===== src/rtl/boxcar_pkg.sv =====
// Shared constants and helpers for the boxcar low-pass filter slice.
package boxcar_pkg;

  localparam int DATA_W_DEF   = 24;
  localparam int CH_DEF       = 2;
  localparam int MAX_LOG2_DEF = 4;
  // Sum of up to 2^MAX_LOG2 samples needs MAX_LOG2 guard bits above the sample width.
  localparam int ACC_W_DEF    = DATA_W_DEF + MAX_LOG2_DEF;

  // Ceiling log2, usable in constant expressions.
  function automatic int clog2(input int value);
    int r;
    r = 0;
    for (int i = 0; i < 32; i++) begin
      if ((1 << r) < value) r = r + 1;
    end
    return r;
  endfunction

endpackage


===== src/rtl/boxcar_lpf_if.sv =====
// Frame-in / frame-out bus of the boxcar filter, with driver and filter views.
interface boxcar_lpf_if #(
  parameter int DATA_W = 24,
  parameter int CH     = 2
);
  logic [2:0]           filt_sel;
  logic                 in_valid;
  logic [CH*DATA_W-1:0] in_data;
  logic                 out_valid;
  logic [CH*DATA_W-1:0] out_data;
  logic                 out_settled;

  modport master (
    output filt_sel, in_valid, in_data,
    input  out_valid, out_data, out_settled
  );

  modport slave (
    input  filt_sel, in_valid, in_data,
    output out_valid, out_data, out_settled
  );
endinterface


===== src/rtl/boxcar_chan.sv =====
// One filter channel: sample ring buffer, running-sum accumulator and rounding.
module boxcar_chan #(
  parameter int DATA_W   = 24,
  parameter int MAX_LOG2 = 4
) (
  input  logic                     clk,
  input  logic                     reset_n,
  input  logic                     accept,
  input  logic                     clear,
  input  logic                     old_valid,
  input  logic [2:0]               k,
  input  logic [MAX_LOG2-1:0]      wr_ptr,
  input  logic [MAX_LOG2-1:0]      rd_ptr,
  input  logic signed [DATA_W-1:0] x_in,
  output logic signed [DATA_W-1:0] y
);
  localparam int ACC_W = DATA_W + MAX_LOG2;
  localparam int DEPTH = 1 << MAX_LOG2;

  logic signed [DATA_W-1:0] ring [DEPTH];
  logic signed [ACC_W-1:0]  acc;
  logic signed [ACC_W-1:0]  acc_base;
  logic signed [ACC_W-1:0]  acc_next;
  logic signed [DATA_W-1:0] x_old;
  logic signed [ACC_W:0]    rnd;
  logic signed [ACC_W:0]    sum;
  logic signed [ACC_W:0]    shifted;

  // Running sum update and round-half-up division by 2^k.
  always_comb begin
    x_old    = old_valid ? ring[rd_ptr] : '0;
    acc_base = clear ? '0 : acc;
    acc_next = acc_base
             + {{MAX_LOG2{x_in[DATA_W-1]}}, x_in}
             - {{MAX_LOG2{x_old[DATA_W-1]}}, x_old};
    rnd      = (k == 3'd0) ? '0 : ((ACC_W+1)'(1) << (k - 3'd1));
    sum      = {acc_next[ACC_W-1], acc_next} + rnd;
    shifted  = sum >>> k;
  end

  // Sample history; read-before-write lets a full-depth window drop the slot being refilled.
  always_ff @(posedge clk) begin
    if (accept) ring[wr_ptr] <= x_in;
  end

  // Accumulator and registered output; a window change without a sample still empties the sum.
  always_ff @(posedge clk) begin
    if (!reset_n) begin
      acc <= '0;
      y   <= '0;
    end else if (accept) begin
      acc <= acc_next;
      y   <= DATA_W'(shifted);
    end else if (clear) begin
      acc <= '0;
    end
  end
endmodule


===== src/rtl/boxcar_lpf.sv =====
// Multi-channel moving-average filter with selectable power-of-two window.
module boxcar_lpf
  import boxcar_pkg::*;
#(
  parameter int DATA_W   = DATA_W_DEF,
  parameter int CH       = CH_DEF,
  parameter int MAX_LOG2 = MAX_LOG2_DEF
) (
  input logic          clk,
  input logic          reset_n,
  boxcar_lpf_if.slave  bus
);
  localparam int FILL_W = clog2((1 << MAX_LOG2) + 1);

  logic [2:0]           sel_clamp;
  logic [2:0]           sel_q;
  logic                 sel_change;
  logic [MAX_LOG2-1:0]  wr_ptr;
  logic [MAX_LOG2-1:0]  rd_ptr;
  logic [FILL_W-1:0]    fill;
  logic [FILL_W-1:0]    fill_eff;
  logic [FILL_W-1:0]    fill_inc;
  logic [FILL_W-1:0]    fill_next;
  logic [FILL_W-1:0]    n_taps;
  logic                 old_valid;
  logic                 settled_next;
  logic                 out_valid_q;
  logic                 out_settled_q;
  logic [CH*DATA_W-1:0] out_data_w;

  // Window size, warm-up tracking and history read address for this cycle.
  always_comb begin
    sel_clamp    = (bus.filt_sel > 3'(MAX_LOG2)) ? 3'(MAX_LOG2) : bus.filt_sel;
    sel_change   = (sel_clamp != sel_q);
    n_taps       = FILL_W'(1) << sel_clamp;
    rd_ptr       = wr_ptr - MAX_LOG2'(n_taps);
    fill_eff     = sel_change ? '0 : fill;
    old_valid    = (fill_eff >= n_taps);
    fill_inc     = fill_eff + FILL_W'(1);
    settled_next = (fill_inc >= n_taps);
    fill_next    = settled_next ? n_taps : fill_inc;
  end

  // Shared pointer, fill count, window selection and frame-level output flags.
  always_ff @(posedge clk) begin
    if (!reset_n) begin
      sel_q         <= '0;
      wr_ptr        <= '0;
      fill          <= '0;
      out_valid_q   <= 1'b0;
      out_settled_q <= 1'b0;
    end else begin
      if (sel_change) begin
        sel_q <= sel_clamp;
        fill  <= '0;
      end
      if (bus.in_valid) begin
        wr_ptr        <= wr_ptr + MAX_LOG2'(1);
        fill          <= fill_next;
        out_settled_q <= settled_next;
      end
      out_valid_q <= bus.in_valid;
    end
  end

  for (genvar c = 0; c < CH; c++) begin : g_chan
    boxcar_chan #(
      .DATA_W   (DATA_W),
      .MAX_LOG2 (MAX_LOG2)
    ) u_chan (
      .clk       (clk),
      .reset_n   (reset_n),
      .accept    (bus.in_valid),
      .clear     (sel_change),
      .old_valid (old_valid),
      .k         (sel_clamp),
      .wr_ptr    (wr_ptr),
      .rd_ptr    (rd_ptr),
      .x_in      (bus.in_data[c*DATA_W +: DATA_W]),
      .y         (out_data_w[c*DATA_W +: DATA_W])
    );
  end

  assign bus.out_valid   = out_valid_q;
  assign bus.out_settled = out_settled_q;
  assign bus.out_data    = out_data_w;
endmodule


===== src/flat_wrapper.sv =====
// flat-port wrapper written by rule: the top's interface ports become plain ports
module boxcar_lpf_flat import boxcar_pkg::*;
#(
  parameter int DATA_W   = DATA_W_DEF,
  parameter int CH       = CH_DEF,
  parameter int MAX_LOG2 = MAX_LOG2_DEF
)
  (clk, reset_n, bus_filt_sel, bus_in_valid, bus_in_data, bus_out_valid, bus_out_data, bus_out_settled);
  boxcar_lpf_if #(.DATA_W(DATA_W), .CH(CH)) bus_i ();
  input logic clk;
  input logic reset_n;
  input wire logic [$bits(bus_i.filt_sel)-1:0] bus_filt_sel;
  input wire logic [$bits(bus_i.in_valid)-1:0] bus_in_valid;
  input wire logic [$bits(bus_i.in_data)-1:0] bus_in_data;
  output wire logic [$bits(bus_i.out_valid)-1:0] bus_out_valid;
  output wire logic [$bits(bus_i.out_data)-1:0] bus_out_data;
  output wire logic [$bits(bus_i.out_settled)-1:0] bus_out_settled;
  assign bus_i.filt_sel = bus_filt_sel;
  assign bus_i.in_valid = bus_in_valid;
  assign bus_i.in_data = bus_in_data;
  assign bus_out_valid = bus_i.out_valid;
  assign bus_out_data = bus_i.out_data;
  assign bus_out_settled = bus_i.out_settled;
  boxcar_lpf #(.DATA_W(DATA_W), .CH(CH), .MAX_LOG2(MAX_LOG2)) u_core (.clk(clk), .reset_n(reset_n), .bus(bus_i));
endmodule

===== config.mk =====
export PLATFORM = sky130hd
export DESIGN_NAME = boxcar_lpf_flat
export DESIGN_NICKNAME = d
export VERILOG_FILES = /design/src/rtl/boxcar_pkg.sv /design/src/rtl/boxcar_lpf_if.sv /design/src/rtl/boxcar_chan.sv /design/src/rtl/boxcar_lpf.sv /design/src/flat_wrapper.sv
export SDC_FILE = /design/constraint.sdc
export NUM_CORES = 1
export LEC_CHECK = 0
export ABC_AREA = 0
export BUFFER_PORTS_ARGS = -buffer_cell sky130_fd_sc_hd__buf_2
export CAP_MARGIN = 20
export CORE_ASPECT_RATIO = 1.75
export CORE_MARGIN = 2
export CORE_UTILIZATION = 46
export CTS_CLUSTER_DIAMETER = 120
export CTS_CLUSTER_SIZE = 16
export DETAILED_ROUTE_END_ITERATION = 12
export PLACE_DENSITY_LB_ADDON = 0.12
export SYNTH_ARGS = -nofsm -noshare
export SYNTH_HDL_FRONTEND = slang
export SYNTH_SLANG_ARGS = --single-unit
export TNS_END_PERCENT = 100

===== constraint.sdc =====
create_clock -name clk -period 8.5 [get_ports clk]
set_input_delay 1.275 -clock clk [delete_from_list [all_inputs] [get_ports clk]]
set_output_delay 1.275 -clock clk [all_outputs]
set_load 0.05 [all_outputs]

==> results.yml, run 1 <==
placement:
  placed_cells: 4372
  port-buffer-count: 103
  gp_congestion: 0.8980
  hpwl_um: 73720
clock_network:
  clock_sinks: 886
  cts_buffers: 61
  cts_tree: "built"
  clk_pin_slew_ns: 0.08
  cts_root_buf: "clkbuf_16"
  clock_path_buffers: 3
  clk-insertion-delay-late_ns: 0.67
  cts_hold_buf: 0
  h-tree-depth: 2
  post_cts_buffers: 0
  cts_resized: 0
power_and_ir_drop:
  combPwrFrac_pct: 39.2
  clkPwrFrac_pct: 21.8
  leakage_uw: 0.01706
  power.switching_uw: 4461
  vdd_ir_drop_max_mv: 0.1859
  seq_power_share_pct: 39.0
  switching_share_pct: 35.06
  power_density_nw_per_um2: 268.6
  internal-power_uw: 8264
grt:
  track_usage_pct: 24.67
  grt_util_met3_pct: 2.396
  antenna_found_initial: 10
  grt_pass1_vias: 27130
  grt_max_degree: 88
  top_usage_layer: "met2"
  grt_use_met2_pct: 43.46
  grt_pass1_wl_um: 173100
  overflow: 0
  use_met1_pct: 32.38
cells_and_area:
  num-nets-final: 3453
  syn_to_final_growth_pct: 12.57
  stdcell_count: 4456
  fillCellCount: 7714
  regArea_um2: 25420
  drive_gt1_share_pct: 20.48
  multi_input_area_um2: 15480
yosys:
  synth_common_cells: "768 x edfxtp_1, 223 x nor2_1, 193 x mux4_2"
  synth.cell_area_um2: 42080
  synth_edf_count: 768
  synth_top_area_cell: "edfxtp_1"
  synth.area.top_cells: "edfxtp_1 55%, mux4_2 10%, dfxtp_1 5.6%"
  ys.warnings.count: 0
  avgSynthCellArea_um2: 14.07
  yosysTopAreaCellShare_pct: 54.80
  ys_types: 89
  synth.most_common_cell: "edfxtp_1"
  async_flop_share_pct: 0
  yosysSeqAreaShare_pct: 60.42
  synthCells: 2990
  ys.flop_type: "edfxtp_1"
  ys_ff_latch: 886
critical_path:
  arrival_ns: 8.40
  path_class: "in2reg"
  path_max_fanout: 24
  cpLargestDelayFamily: "simple AND/OR/NAND/NOR gates"
  slowest_stage: "fa_4"
  slowest_delay_ns: 0.90
  cp_num_buf_inv: 8
  worstReg2RegEnd: "u_core.g_chan[1].u_chan.y[21]$_SDFFE_PN0P_"
  regToRegSetupSlack_ns: 1.18
  cp.required_ns: 9.04
  cp-end-kind: "flip-flop"
  startpoint_type: "input port"
  rr_worst_depth: 25
  timing.rr.start: "u_core.wr_ptr[0]$_SDFFE_PN0P_"
route:
  drtPass1Iterations: 5
  wl_um: 114900
  vias_per_cell: 5.966
  postRouteAntennaNets: 0
  drt_drc_violations_left: 0
  drt_iter0_drc: 2006
  wl_per_cell_um: 25.79
  vias: 26580
timing:
  final.setup_skew_ns: 0.03363
  report.final.hold_viol_count: 0
  final-max-slew-violation-count: 0
  rsz0062_at_grt: "no"
  setup_viol: 0
  hold_ws_ns: 0.4581
  layout_min_cycle_time_ns: 7.865
  period_share_pct: 92.53
  max_slew_margin_pct: 22.67
  tightest_slew_ns: 1.160
  fmax_mhz: 127.1
floorplan:
  fp.dieH_um: 404.1
  coreArea_um2: 90610
  die-width_um: 232.6
  die_area_um2: 94010
  io_pins: 104
  row_count: 146
  start_util_pct: 46.44
worst_hold_path:
  hold_path_class: "reg2reg"
  whs_endpoint: "u_core.g_chan[0].u_chan.y[10]$_SDFFE_PN0P_"
  min_delay_path_depth: 1
  hold_start: "u_core.g_chan[0].u_chan.y[10]$_SDFFE_PN0P_"
flow_run:
  cap_violations: 0
run_status:
  status: "finished clean"
[area by class of cell]
| cell class | count | area share (%) |
|---|---|---|
| Clock inverter | 4 | 0.1690 |
| Timing Repair Buffer | 361 | 5.639 |
| Antenna cell | 1 | 0.005282 |
| Sequential cell | 886 | 53.67 |
| Clock buffer | 78 | 3.357 |
| Multi-Input combinational cell | 1772 | 32.69 |
| Inverter | 170 | 1.347 |
| Tap cell | 1184 | 3.127 |
[logic make-up after synthesis]
kind of cell | synth area share, %
other cells | 0.008911
fa+ha+maj | 5.411
buf+inv | 3.095
compound gates | 9.253
flops | 60.42
simple gates | 7.451
xor+xnor | 1.953
mux | 12.41
[power by group through the flow]
stage / Clock, µW / Sequential (µW) / Combinational [µW]
floorplan: 0 / 5260 / 2920
global placement: 0 / 5050 / 4920
detailed placement: 0 / 5060 / 4970
CTS: 2840 / 4960 / 4990
global route: 2970 / 4980 / 5450
finish: 2780 / 4960 / 4990
[per-stage QoR]
| stage | cell area, µm² | setup slack (ns) | total power, µW | setup TNS [ns] | util [%] |
|---|---|---|---|---|---|
| floorplan | 42130 | 0.04514 | 8179 | 0 | - |
| global placement | 45650 | -0.04476 | 9976 | -0.08811 | 50.38 |
| detailed placement | 45690 | -0.05146 | 10030 | -0.06820 | 50.42 |
| CTS | 47360 | 0.6516 | 12790 | 0 | 52.27 |
| global route | 47370 | 0.2110 | 13400 | 0 | 52.28 |
| finish | 47370 | 0.6348 | 12730 | 0 | 52.28 |
[layout by cell type, fill, tap and decap left out, types with 9 or more instances in the layout]
| cell type | n |
|---|---|
| nand2b_1 | 14 |
| inv_1 | 168 |
| nand4_1 | 21 |
| o211ai_1 | 24 |
| a211o_1 | 15 |
| nor3_1 | 32 |
| o21ai_0 | 73 |
| a21o_1 | 30 |
| buf_4 | 241 |
| a21oi_1 | 165 |
| nand3_1 | 36 |
| and2_4 | 16 |
| mux2i_1 | 83 |
| a31oi_1 | 12 |
| fa_1 | 56 |
| nor2_1 | 220 |
| nor4_1 | 10 |
| ha_1 | 89 |
| clkbuf_1 | 17 |
| o21ai_1 | 10 |
| xor2_1 | 34 |
| dfxtp_1 | 118 |
| o21a_1 | 13 |
| clkbuf_16 | 61 |
| edfxtp_1 | 768 |
| a221oi_1 | 9 |
| a211oi_1 | 135 |
| nand2_1 | 183 |
| buf_12 | 15 |
| and2_1 | 20 |
| mux4_2 | 193 |
| nor2b_1 | 55 |
| xnor2_1 | 56 |
| buf_2 | 102 |
| and3_1 | 15 |
[sequential cells by signal, indices dropped and copies added, names as in the netlist]
| name | count |
|---|---|
| u_core.g_chan.u_chan.acc | 56 |
| u_core.sel_q | 3 |
| u_core.bus.out_valid | 1 |
| u_core.g_chan.u_chan.y | 48 |
| u_core.fill | 5 |
| u_core.wr_ptr | 4 |
| u_core.bus.out_settled | 1 |
| u_core.g_chan.u_chan.ring | 768 |
[how the worst max path moves through the flow]
| stage | from | endpoint | cells after the start | slack, ns |
|---|---|---|---|---|
| after detailed placement | bus_filt_sel[1] | u_core.g_chan[1].u_chan.y[21]$_SDFFE_PN0P_ | 27 | -0.05 |
| after global routing | bus_filt_sel[2] | u_core.g_chan[1].u_chan.y[21]$_SDFFE_PN0P_ | 28 | 0.21 |
| after CTS | bus_filt_sel[1] | u_core.g_chan[1].u_chan.y[21]$_SDFFE_PN0P_ | 27 | 0.65 |
| after global placement | bus_filt_sel[2] | u_core.g_chan[1].u_chan.y[21]$_SDFFE_PN0P_ | 28 | -0.04 |
| final | bus_filt_sel[2] | u_core.g_chan[1].u_chan.y[21]$_SDFFE_PN0P_ | 28 | 0.63 |
| after floorplan | bus_filt_sel[2] | u_core.g_chan[1].u_chan.y[21]$_SDFFE_PN0P_ | 34 | 0.05 |
[routing by layer]
metal	wire, µm	part of all wire, %
met2	59370	52
met5	69	0.060
met4	3348	2.9
met1	47320	41
met3	4802	4.2
Power figures use the tool's default switching activity.
==> run 2, diff against run 1 <==
- CORE_UTILIZATION: 46 -> 45
==> results.yml, run 2 (synthesis gave the netlist of run 1 again) <==
clock_network:
  cts_hold_buf: 0
  clock_sinks: 886
  clk_pin_slew_ns: 0.07
  post_cts_buffers: 0
  cts_tree: "built"
  cts_root_buf: "clkbuf_16"
  cts_buffers: 61
  cts_resized: 0
  clock_path_buffers: 3
  clk-insertion-delay-late_ns: 0.68
  h-tree-depth: 2
cells_and_area:
  syn_to_final_growth_pct: 12.03
  top_regs: "u_core.g_chan.u_chan.ring (768), u_core.g_chan.u_chan.acc (56), u_core.g_chan.u_chan.y (48)"
  multi_input_area_um2: 15480
  final_common_cell: "edfxtp_1"
  num-nets-final: 3424
  finalInstanceArea_um2: 47150
  fillCellCount: 7776
  largest_reg_flops: 768
  drive_gt1_share_pct: 19.80
  top_register: "u_core.g_chan.u_chan.ring"
  regArea_um2: 25420
  mostFrequentLayoutCells: "768 x edfxtp_1, 220 x nor2_1, 215 x buf_4, 193 x mux4_2, 183 x nand2_1"
critical_path:
  worstReg2RegEnd: "u_core.g_chan[0].u_chan.y[18]$_SDFFE_PN0P_"
  rr_worst_depth: 30
  timing.rr.start: "u_core.sel_q[0]$_SDFFE_PN0P_"
  endpoint: "u_core.g_chan[0].u_chan.y[18]$_SDFFE_PN0P_"
  cp.required_ns: 9.10
  path_class: "in2reg"
  regToRegSetupSlack_ns: 1.05
  cp-startpoint: "bus_filt_sel[2]"
  cp-end-kind: "flip-flop"
  path_max_fanout: 13
  arrival_ns: 8.52
  startpoint_type: "input port"
  slowest_stage: "or4b_2"
  slowest_delay_ns: 0.64
route:
  wl_um: 113500
  drt_drc_violations_left: 0
  postRouteAntennaNets: 0
  wl_per_cell_um: 25.55
  vias: 26350
  drtPass1Iterations: 6
  vias_per_cell: 5.928
  drt_iter0_drc: 1807
timing:
  tightest_slew_ns: 1.170
  setup_viol: 0
  final-max-slew-violation-count: 0
  tns_ns: 0
  layout_min_cycle_time_ns: 7.922
  fmax_mhz: 126.2
  report.final.hold_viol_count: 0
  rsz0062_at_grt: "no"
  max_slew_margin_pct: 22.01
  final.setup_skew_ns: 0.03819
  period_share_pct: 93.20
worst_hold_path:
  hold_path_class: "reg2reg"
floorplan:
  io_pins: 104
  fp.dieH_um: 408.5
  die_area_um2: 96070
  start_util_pct: 45.36
  die-width_um: 235.2
  row_count: 148
  coreArea_um2: 92770
placement:
  gp_congestion: 0.9006
  port-buffer-count: 103
  place_area_um2: 45470
  hpwl_um: 72890
run_status:
  status: "finished clean"
power_and_ir_drop:
  vdd_ir_drop_max_mv: 0.1610
  leakage_uw: 0.01690
  power_density_nw_per_um2: 268.1
grt:
  overflow: 0
  track_usage_pct: 23.49
  grt_pass1_vias: 27030
  grt_pass1_wl_um: 170700
  antenna_found_initial: 8
  grt_max_degree: 83
flow_run:
  cap_violations: 0
## run 2: changes by cell type in the layout (fill, tap and decap cells not counted)
cell / change
inv_6: +1
inv_8: -1
dlymetal6s2s_1: -1
buf_16: -1
diode_2: +1
buf_4: -26
clkinv_1: +1
clkbuf_1: -1
buf_6: -1
## run 2: cell type report
cell class,count,share of cell area (%)
Clock buffer,77,3.365
Timing Repair Buffer,332,5.143
Inverter,170,1.354
Sequential cell,886,53.93
Tap cell,1200,3.185
Multi-Input combinational cell,1772,32.84
Clock inverter,5,0.1725
Antenna cell,2,0.01062
## run 2: report_power, final
part / leakage, µW / total [µW] / internal, µW / switching (µW)
sequential: 0.00791 / 4960 / 4890 / 72.6
clock: 0.000804 / 2750 / 1300 / 1450
combinational: 0.00819 / 4920 / 2010 / 2910
## run 2: critical path, delay by kind of cell
| family | cells | cell delay (ns) |
|---|---|---|
| xor+xnor | 1 | 0.19 |
| simple gates | 9 | 1.78 |
| fa+ha+maj | 5 | 1.45 |
| compound gates | 12 | 3.08 |
| buf+inv | 5 | 0.71 |
## run 2: worst min-delay path by stage
stage	start	to	slack, ns	cells past startpoint
5_1_grt	u_core.g_chan[0].u_chan.y[8]$_SDFFE_PN0P_	u_core.g_chan[0].u_chan.y[8]$_SDFFE_PN0P_	0.47	2
3_3_place_gp	u_core.g_chan[0].u_chan.y[10]$_SDFFE_PN0P_	u_core.g_chan[0].u_chan.y[10]$_SDFFE_PN0P_	0.44	1
6_report	u_core.g_chan[0].u_chan.y[8]$_SDFFE_PN0P_	u_core.g_chan[0].u_chan.y[8]$_SDFFE_PN0P_	0.46	2
4_1_cts	u_core.g_chan[1].u_chan.y[9]$_SDFFE_PN0P_	u_core.g_chan[1].u_chan.y[9]$_SDFFE_PN0P_	0.46	2
3_5_place_dp	u_core.g_chan[1].u_chan.y[9]$_SDFFE_PN0P_	u_core.g_chan[1].u_chan.y[9]$_SDFFE_PN0P_	0.44	2
2_1_floorplan	u_core.g_chan[0].u_chan.acc[27]$_SDFF_PN0_	u_core.g_chan[0].u_chan.acc[27]$_SDFF_PN0_	0.44	2
## run 2: per-stage QoR
stage / util, % / setup WS (ns) / hold slack (ns) / cells / power (µW)
2_1_floorplan: - / 0.04514 / 0.4438 / 2997 / 8179
3_3_place_gp: 49.01 / 0.06481 / 0.4351 / 4360 / 9932
4_1_cts: 50.81 / 0.6796 / 0.4582 / 4442 / 12740
6_report: 50.82 / 0.5777 / 0.4591 / 4444 / 12640
5_1_grt: 50.81 / 0.2430 / 0.4719 / 4443 / 13310
3_5_place_dp: 49.01 / -0.01270 / 0.4441 / 4360 / 9988
## run 2: per-layer routing
metal	global-route usage, %	vias to the layer above	part of all wire, %
met1	29.87	13550	40
met3	2.809	186	4.8
met4	7.584	12	3.2
li1	-	11850	-
met2	41.71	749	51
met5	0	-	0.066
==> run 3, diff against run 2 <==
- CTS_BUF_LIST: not set -> sky130_fd_sc_hd__clkbuf_8
- PLACE_DENSITY_LB_ADDON: 0.12 -> 0.1
==> results.yml, run 3 (synthesis gave the netlist of run 1 again) <==
cells_and_area:
  mostFrequentLayoutCells: "768 x edfxtp_1, 233 x buf_4, 220 x nor2_1, 193 x mux4_2, 186 x inv_1"
  num-nets-final: 3444
  final_common_cell: "edfxtp_1"
  fillCellCount: 7919
  syn_to_final_growth_pct: 10.77
  largest_reg_flops: 768
  drive_gt1_share_pct: 20.29
  utilization_pct: 50.24
  top_register: "u_core.g_chan.u_chan.ring"
  top_regs: "u_core.g_chan.u_chan.ring (768), u_core.g_chan.u_chan.acc (56), u_core.g_chan.u_chan.y (48)"
  finalInstanceArea_um2: 46610
clock_network:
  clk_pin_slew_ns: 0.13
  h-tree-depth: 2
  cts_hold_buf: 0
  clock_sinks: 886
  cts_buffers: 61
  clock_path_buffers: 3
  cts_root_buf: "clkbuf_8"
  cts_tree: "built"
  cts_resized: 0
  post_cts_buffers: 0
  clk-insertion-delay-late_ns: 0.77
timing:
  tightest_slew_ns: 1.154
  fmax_mhz: 128.9
  layout_min_cycle_time_ns: 7.757
  hold_ws_ns: 0.4639
  report.final.hold_viol_count: 0
  period_share_pct: 91.26
  setup_ws_ns: 0.7425
  final-max-slew-violation-count: 0
  setup_viol: 0
  final.setup_skew_ns: 0.03853
  max_slew_margin_pct: 23.04
  rsz0062_at_grt: "no"
power_and_ir_drop:
  power_density_nw_per_um2: 256.5
  leakage_uw: 0.01676
  vdd_ir_drop_max_mv: 0.1271
  power_uw: 11960
placement:
  place_area_um2: 45650
  pre_cts_slack_ns: -0.1031
  hpwl_um: 73820
  port-buffer-count: 103
  gp_congestion: 0.9080
worst_hold_path:
  hold_path_class: "reg2reg"
floorplan:
  io_pins: 104
  coreArea_um2: 92770
  fp.dieH_um: 408.5
  die_area_um2: 96070
  die-width_um: 235.2
  row_count: 148
  start_util_pct: 45.36
run_status:
  status: "finished clean"
route:
  vias_per_cell: 5.891
  postRouteAntennaNets: 0
  wl_per_cell_um: 25.74
  wl_um: 114900
  vias: 26310
  drt_drc_violations_left: 0
  drt_iter0_drc: 2110
  drtPass1Iterations: 5
grt:
  overflow: 0
  antenna_found_initial: 11
  track_usage_pct: 23.71
  grt_pass1_vias: 27150
  grt_pass1_wl_um: 172100
  grt_max_degree: 83
critical_path:
  arrival_ns: 8.42
  cp-end-kind: "flip-flop"
  path_class: "in2reg"
  cp.required_ns: 9.16
  path_max_fanout: 24
  startpoint_type: "input port"
flow_run:
  cap_violations: 0
[run 3: changes by cell type in the layout (fill, tap and decap cells not counted), sizes merged]
| cell | previous run | this run |
|---|---|---|
| inv | 171 | 190 |
| clkbuf | 77 | 61 |
| diode | 2 | 3 |
| buf | 332 | 352 |
| clkinvlp | 0 | 1 |
| clkinv | 4 | 1 |
[run 3: metal layers]
metal  GRT usage [%]  share of wire, %
met1           30.31                41
met5               0             0.051
met2           42.29                52
met3           2.363               4.1
met4           7.649               3.3
[run 3: area by class of cell]
class,instances,area [µm²],area share (%)
antenna,3,7.507,0.01611
clock buffer,61,839.6,1.801
clock inverter,22,118.9,0.2550
inverter,170,638.1,1.369
multi-input combinational,1772,15480,33.22
sequential,886,25420,54.54
tap,1200,1501,3.221
timing repair buffer,352,2600,5.578
[run 3: path summary, 6_finish.rpt]
kind / slack, ns / depth (start not counted) / end / startpoint
max: 0.74 / 27 / u_core.g_chan[1].u_chan.y[21]$_SDFFE_PN0P_ / bus_filt_sel[1]
min: 0.46 / 2 / u_core.g_chan[1].u_chan.y[9]$_SDFFE_PN0P_ / u_core.g_chan[1].u_chan.y[9]$_SDFFE_PN0P_
max reg2reg: 1.18 / 25 / u_core.g_chan[1].u_chan.y[21]$_SDFFE_PN0P_ / u_core.wr_ptr[0]$_SDFFE_PN0P_
min reg2reg: 0.46 / 2 / u_core.g_chan[1].u_chan.y[9]$_SDFFE_PN0P_ / u_core.g_chan[1].u_chan.y[9]$_SDFFE_PN0P_
[run 3: critical path: stages]
cell and delay, ns:
buf_2 0.13, nor3_1 0.19, buf_4 0.18, ha_4 0.12, inv_1 0.06, fa_4 0.95, buf_12 0.21, buf_12 0.23
buf_12 0.17, mux4_2 0.29, nor2b_1 0.14, a211oi_1 0.22, a211oi_1 0.12, fa_1 0.51, inv_1 0.05, ha_1 0.37
nand2_1 0.17, nor2_1 0.28, nand3_1 0.20, a2111oi_1 0.68, or3_1 0.21, nand4_1 0.21, nor4_4 0.42, and3b_1 0.30
mux2i_1 0.21, o211ai_1 0.10, or3_1 0.36
[run 3: per-stage QoR]
| stage | TNS (ns) | std cells |
|---|---|---|
| after detailed placement | -0.2249 | 4380 |
| after global routing | 0 | 4465 |
| after global placement | -0.4142 | 4380 |
| final | 0 | 4466 |
| after CTS | 0 | 4463 |
| after floorplan | 0 | 2997 |
[run 3: power breakdown]
part	switching, µW	internal [µW]
Sequential	75.0	4890
Clock	1360	665
Combinational	2910	2060
Total	4350	7610
